## config.mk

```make
export PLATFORM = sky130hd
export DESIGN_NAME = mbm_rr_scheduler
export DESIGN_NICKNAME = d
export VERILOG_FILES = /design/src/rtl/mbm_rr_scheduler.sv
export SDC_FILE = /design/constraint.sdc
export NUM_CORES = 1
export LEC_CHECK = 0
export CORE_MARGIN = 2
export CORE_UTILIZATION = 55
export DETAILED_ROUTE_END_ITERATION = 6
export HOLD_SLACK_MARGIN = 0.1
export PLACE_DENSITY = 0.85
export RECOVER_POWER = 50
export SYNTH_ARGS = -nofsm -noshare
export SYNTH_HDL_FRONTEND = slang
export SYNTH_SLANG_ARGS = --single-unit
export TNS_END_PERCENT = 10
```

## constraint.sdc

```tcl
create_clock -name clk -period 8.8 [get_ports clk]
set_input_delay 1.32 -clock clk [delete_from_list [all_inputs] [get_ports clk]]
set_output_delay 1.32 -clock clk [all_outputs]
set_load 0.05 [all_outputs]
```

## src/rtl/mbm_rr_scheduler.sv

```systemverilog
// Round-robin scheduler sharing one signed radix-4 Booth multiplier.
// One operation in flight: IDLE (arbitrate) -> MUL -> RESP -> IDLE.
module mbm_rr_scheduler #(
    parameter int W    = 16,
    parameter int NREQ = 4,
    localparam int IDW = $clog2(NREQ)
) (
    input  logic                clk,
    input  logic                rst,
    input  logic [NREQ-1:0]     req_valid,
    output logic [NREQ-1:0]     req_ready,
    input  logic [NREQ*W-1:0]   req_x,
    input  logic [NREQ*W-1:0]   req_y,
    output logic                rsp_valid,
    input  logic                rsp_ready,
    output logic [IDW-1:0]      rsp_id,
    output logic [2*W-1:0]      rsp_p,
    output logic                busy,
    output logic [15:0]         ops_count
);

    typedef enum logic [1:0] {
        IDLE,
        MUL,
        RESP
    } state_t;

    state_t           state_q, state_d;
    logic [IDW-1:0]   rr_ptr_q, rr_ptr_d;
    logic [W-1:0]     op_x_q, op_x_d;
    logic [W-1:0]     op_y_q, op_y_d;
    logic [IDW-1:0]   op_id_q, op_id_d;
    logic             rsp_valid_q, rsp_valid_d;
    logic [IDW-1:0]   rsp_id_q, rsp_id_d;
    logic [2*W-1:0]   rsp_p_q, rsp_p_d;
    logic [15:0]      ops_count_q, ops_count_d;

    logic             found;
    logic [IDW-1:0]   grant;
    logic [IDW-1:0]   cand;
    logic [2*W-1:0]   product;
    logic [2*W-1:0]   xe;
    logic [W:0]       ye;
    logic [2*W-1:0]   pp;
    logic [2*W-1:0]   acc;

    // Round-robin search starting just after the last granted lane
    always_comb begin
        found = 1'b0;
        grant = '0;
        cand  = '0;
        for (int k = 1; k <= NREQ; k++) begin
            cand = IDW'((int'(rr_ptr_q) + k) % NREQ);
            if (!found && req_valid[cand]) begin
                found = 1'b1;
                grant = cand;
            end
        end
    end

    // Accept strobe to the granted lane, only while idle and out of reset
    always_comb begin
        req_ready = '0;
        if (state_q == IDLE && !rst && found) begin
            req_ready[grant] = 1'b1;
        end
    end

    // Radix-4 Booth: digits from overlapping triples of {y, 0}, sum of shifted partials
    always_comb begin
        xe  = {{W{op_x_q[W-1]}}, op_x_q};
        ye  = {op_y_q, 1'b0};
        acc = '0;
        pp  = '0;
        for (int j = 0; j < W / 2; j++) begin
            case (ye[2*j +: 3])
                3'b001, 3'b010: pp = xe;
                3'b011:         pp = xe << 1;
                3'b100:         pp = -(xe << 1);
                3'b101, 3'b110: pp = -xe;
                default:        pp = '0;
            endcase
            acc = acc + (pp << (2 * j));
        end
        product = acc;
    end

    // Next-state and datapath updates for the three-phase operation
    always_comb begin
        state_d     = state_q;
        rr_ptr_d    = rr_ptr_q;
        op_x_d      = op_x_q;
        op_y_d      = op_y_q;
        op_id_d     = op_id_q;
        rsp_valid_d = rsp_valid_q;
        rsp_id_d    = rsp_id_q;
        rsp_p_d     = rsp_p_q;
        ops_count_d = ops_count_q;
        unique case (state_q)
            IDLE: begin
                if (found) begin
                    op_x_d   = req_x[int'(grant)*W +: W];
                    op_y_d   = req_y[int'(grant)*W +: W];
                    op_id_d  = grant;
                    rr_ptr_d = grant;
                    state_d  = MUL;
                end
            end
            MUL: begin
                rsp_p_d     = product;
                rsp_id_d    = op_id_q;
                rsp_valid_d = 1'b1;
                state_d     = RESP;
            end
            RESP: begin
                if (rsp_ready) begin
                    rsp_valid_d = 1'b0;
                    ops_count_d = ops_count_q + 16'd1;
                    state_d     = IDLE;
                end
            end
            default: state_d = IDLE;
        endcase
    end

    // State registers; reset drops any in-flight operation
    always_ff @(posedge clk) begin
        if (rst) begin
            state_q     <= IDLE;
            rr_ptr_q    <= IDW'(NREQ - 1);
            op_x_q      <= '0;
            op_y_q      <= '0;
            op_id_q     <= '0;
            rsp_valid_q <= 1'b0;
            rsp_id_q    <= '0;
            rsp_p_q     <= '0;
            ops_count_q <= '0;
        end else begin
            state_q     <= state_d;
            rr_ptr_q    <= rr_ptr_d;
            op_x_q      <= op_x_d;
            op_y_q      <= op_y_d;
            op_id_q     <= op_id_d;
            rsp_valid_q <= rsp_valid_d;
            rsp_id_q    <= rsp_id_d;
            rsp_p_q     <= rsp_p_d;
            ops_count_q <= ops_count_d;
        end
    end

    assign rsp_valid = rsp_valid_q;
    assign rsp_id    = rsp_id_q;
    assign rsp_p     = rsp_p_q;
    assign ops_count = ops_count_q;
    assign busy      = (state_q != IDLE) && !rst;

endmodule

```

* Word level (Yosys, flattened, before mapping)
Index checks and enable logic that the tools add are counted. W data, S select, Z words.
Word-level totals: word-level logic and storage cells 144, register bits 89, bits of input ports 135, output and inout port bits 56
Cells by class: reductions and logical operators 32, $add $sub $neg 14, shift operators 2, multiplexer cells 32, magnitude comparators 6, eq/ne operators 49
Operators by type and width (count):
- $add A32 B32 Y32 | 7
- $shiftx A64 B7 Y16 | 2
- $pmux W30 S4 | 1
- $pmux W28 S4 | 1
- $pmux W26 S4 | 1
- $pmux W24 S4 | 1
- $pmux W32 S3 | 1
- $pmux W22 S4 | 1
- $pmux W20 S4 | 1
- $pmux W18 S4 | 1
- $neg A32 Y32 | 2
- $eq A3 B3 Y1 const B | 21
- $eq A3 B2 Y1 const B | 14
- $reduce_or A2 Y1 | 14
- $eq A3 B1 Y1 const B | 7
- $add A16 B1 Y16 const B | 1
- $lt A2 B3 Y1 const B | 5
- $mux W2 | 6
- $mux W1 | 10
- $bmux W1 S2 | 4
- $reduce_and A2 Y1 | 4
- $logic_and A1 B1 Y1 | 7
- $eq A2 B2 Y1 const B | 3
- $pmux W2 S3 | 1
- 11 further kinds | 19

* Depth between registers and ports, before layout
Gate-level depths: netlist (run 1).
depth after elaboration 18, gate-level depth with buffers 31, mapped depth without buffers 28

* Worst setup path before layout (run 1)
Ideal clock, no wire load.
path type flip-flop to flip-flop, start reg op_x_q[0], end reg rsp_p_q[31], in the netlist rsp_p[31], path slack 1.723 ns, period minus slack after synthesis 7.077 ns, setup time 0.079 ns, stages on the path, launching flop included 29, buffers on the path 3, arrival time 6.998 ns, path through dfxtp_1 clkbuf_1 inv_1 clkbuf_1 ha_1 nor4b_1 nand4_2 and2_4 buf_6 nand2_1 inv_1 o21ai_0 o31ai_1 fa_1 fa_1 fa_1 inv_1 fa_1 inv_1 ha_1 a21o_1 a21o_1 or4_1 a211o_1 a31o_1 a21boi_0 o21ai_0 xor3_1 a211oi_2
On the way: word-level cells in the longest chain between the ends 9
Ends and longest elaborated chain:
- from (decl) | RTL line 30 | logic [W-1:0] op_x_q, op_x_d;
- from (signal assigned) | RTL line 141 | op_x_q <= op_x_d;
- $neg A32 Y32 (on tied branches) | RTL line 80, 79
- $pmux W30 S4 / $pmux W32 S3 (equally long branches) | RTL line 76 | case (ye[2*j +: 3])
- $add A32 B32 Y32 (6 in series) | RTL line 83 | acc = acc + (pp << (2 * j));
- $add A32 B32 Y32 (*) | RTL line 83
- to (signal assigned) | RTL line 146 | rsp_p_q <= rsp_p_d;
- to (decl) | RTL line 35 | logic [2*W-1:0] rsp_p_q, rsp_p_d;
Mark *: on every way between the ends. The rest lies on a longest branch, timed or not. A chain may end at the register's enable or synchronous reset.

* Worst setup path after layout (run 1)
start reg op_x_q[0], end reg rsp_p_q[23], in the netlist rsp_p[23]
Same word-level chain as after synthesis.

==> impl_results.md, run 1 <==
* R2R Setup Slk at 0.51 ns
* CP arrival at 8.56 ns
* Synth area leaders: fa_1, dfxtp_1, a21oi_1
* Worst-Margin Slew at 2.24 ns
* Clk sinks at 89
* Iter 0 DRT Violations at 3019
* WL final at 59.8 mm
* Worst setup SP type: flip-flop
* Status: finished, violations left
* Vias per Instance at 6.58
* Num rows at 61
* Final worst path period need at 8.29 ns
* CTS tree: built
* Die area at 29400 um^2
* Cell accounting for the most synthesized area: fa_1
* Vias at 16965
* Placer Congestion at 1.06
* Yosys reg bits at 89
* Unrepaired setup endpoints after global routing: no
* Synth Instances at 2139
* Top-area cell type share of the netlist area at 0.170
* Max_slew headroom at -0.495
* Fin. Hold Viols at 0
* WS Path Type: flip-flop to flip-flop
* Yosys Warn Count at 0
* Worst r2r src: op_x_q[0]
* Clk_lat worst skew at 0.38 ns
* Worst Hold Slack at 0.448 ns
* Post-synth cell types at 75
* Crit path capture type: flip-flop
* Syn Nets at 2455
* Hold Crit Class: flip-flop to flip-flop
* EDFF count, synth at 0
* Period Utilization, post-route at 0.942
* Final HPWL DP at 44.5 mm
* Critical Path RT at 9.07 ns
* Gr ovfl total at 0
* Hold endpoint: rsp_p[17]
* MaxCap Viol Count at 2
* Die W at 171 um
* Post-DRT Antenna Nets at 0
* I/O pins at 191
* CTS Hold Buffers Added at 0
* CTS root buffer: clkbuf_16
* N_diodes at 0
* IO Port Bufs at 190
* Die height at 171 um
* Launch point of the critical path: op_x_q[0]
* R2R depth at 25
* Failing checks: design-rule violations, max-capacitance violations, max-slew violations
* Largest net degree at the start of global routing at 67
* WL/cell at 23.2 um
* Htree depth at 3
* Sequential area share after synthesis at 0.116
* Initial antenna violation count at 1
* Ys async rst share at 0
* Reg-to-reg endpoint: rsp_p[23]
* DRC Markers at 1
* Hold depth at 2
* CP max FO at 12
* Layout Skew at 0.0215 ns
* Final nets at 2511
* Bufs on Longest Clock Path at 2
* Syn-to-layout area delta at 15.5%
* Post-CTS Setup Repair Bufs at 0
* Total core area at 27700 um^2
* Fmax at 121 MHz
* Post-synthesis area per instance at 7.21 um^2
* Vias in the first global route at 15827
* Syn Std Cell Area at 15400 um^2
* CTS resizes at 0
* Overall routing resource usage at 0.408
* Share of cells above drive strength 1 at 0.0677
* Setup TNS at 0 ns
* Slew Viols, Final at 98
* Synth Flop Type: dfxtp_1
* # setup viols final at 0
* Initial Util at 0.556
* Drt pass-1 iters at 7
* Clock Pin Slew Worst Setup and Hold Paths at 0.07 ns
* CTS buffer count at 9
* First-pass GRT wire length at 91.2 mm
* Hold path start: rsp_p[17]
## state kept, by name (all words and copies together), names as in the netlist
name       count
op_id_q        2
op_y_q        16
rsp_id         2
rsp_p         32
rr_ptr_q       2
rsp_valid      1
state_q        2
op_x_q        16
ops_count     16
## per-stage QoR
stage | instance area (um^2) | std cells | setup slack [ns] | utilization
finish | 17800 | 2578 | 0.506 | 0.643
global route | 17800 | 2578 | 0.0345 | 0.643
CTS | 17800 | 2578 | 0.675 | 0.643
detailed placement | 17500 | 2562 | 0.747 | 0.632
global placement | 17500 | 2562 | 1.10 | 0.632
floorplan | 15400 | 2139 | 1.72 | -
## worst max-delay path, stage by stage, from the launching register on
cell and delay, ns:
dfxtp_1 0.40, inv_1 0.28, ha_1 0.48, nand2_1 0.35
or3_1 0.57, xnor2_1 0.61, nor2_1 0.08, a211o_1 0.28
a31oi_1 0.30, fa_1 0.47, inv_1 0.16, fa_1 0.48
fa_1 0.55, inv_1 0.05, fa_1 0.53, inv_1 0.04
ha_1 0.35, o21a_1 0.15, o21a_1 0.11, o21a_1 0.20
a2111oi_0 0.68, o31ai_1 0.24, a311oi_1 0.41, xnor2_1 0.17
nand2_1 0.08, a21oi_1 0.17
## cell usage in the layout (no fill, tap or decap), drive strengths merged, types with 43 or more instances in the layout
cell | netlist | layout
buf | 35 | 72
nor2 | 193 | 193
clkdlybuf4s50 | 0 | 143
ha | 50 | 50
dlygate4sd3 | 0 | 46
a211oi | 48 | 48
nand2 | 283 | 283
o21ai | 99 | 99
a221oi | 43 | 43
inv | 170 | 173
a21oi | 248 | 248
dfxtp | 89 | 89
fa | 131 | 131
xnor2 | 68 | 68
## worst max path at each step
stage	to	slack (ns)	cells after the start
after floorplan	rsp_p[31]	1.72	28
after global placement	rsp_p[31]	1.10	26
after detailed placement	rsp_p[23]	0.75	25
after CTS	rsp_p[23]	0.68	23
after global routing	rsp_p[23]	0.03	25
final	rsp_p[23]	0.51	25
## Yosys cell counts, types with 5 or more instances
master	n
o31ai_1	8
o21ai_0	98
mux2_2	25
a21boi_0	7
a311oi_1	34
dfxtp_1	89
nand2b_1	11
a221o_1	10
a211o_1	22
a211oi_1	46
and3_1	16
nand2_1	282
o22a_1	9
o221ai_1	8
and2_1	40
a21oi_1	248
ha_1	50
xor2_1	32
o311ai_0	6
o22ai_1	36
a221oi_1	43
nor3_1	10
nand4_1	6
inv_1	169
nand3_1	15
o211ai_1	14
clkbuf_1	183
nor2b_1	11
nand3b_1	8
a22oi_1	33
nor2_1	192
o21a_1	5
xnor2_1	67
buf_1	28
or3_1	6
a21o_1	19
fa_1	131
a31oi_1	16
mux2i_1	37
## final cells by class
class	count	area (um^2)
multi-input cells	1661	12200
fillers	2415	9890
repair buffers	263	2440
flip-flops and latches	89	1790
inverters	171	642
well taps	378	473
clock buffers	10	229
clock inverters	6	73.8
## layer usage
layer	GRT usage	vias to the layer above	routed length, um
met5	0	-	14
met4	0.290	2	5310
met3	0.113	282	7660
met2	0.612	1246	25200
met1	0.505	7892	21700
li1	-	7543	-
## logic make-up (layout without fill, tap and decap cells)
| family | Yosys count | in the layout | share of synthesized area |
|---|---|---|---|
| compound gates | 695 | 695 | 0.294 |
| simple gates | 619 | 619 | 0.178 |
| buf+inv | 389 | 450 | 0.0965 |
| fa+ha+maj | 181 | 181 | 0.211 |
| xor+xnor | 101 | 101 | 0.0588 |
| flops | 89 | 89 | 0.116 |
| mux | 65 | 65 | 0.0467 |
Power of run 1 is left out: the tool's default activity adds up to more than one toggle a clock period on the data nets, which glitch-free logic cannot reach.
==> run 2: changes to the inputs <==
--- a/config.mk
+++ b/config.mk
@@ -5,6 +5,7 @@
 export SDC_FILE = /design/constraint.sdc
 export NUM_CORES = 1
 export LEC_CHECK = 0
+export CAP_MARGIN = 10
 export CORE_MARGIN = 2
 export CORE_UTILIZATION = 55
 export DETAILED_ROUTE_END_ITERATION = 6
==> results of run 2 <==
No change in the layout: final DEF, timing and power equal those of run 1.
Power of run 2 is left out for the same reason.
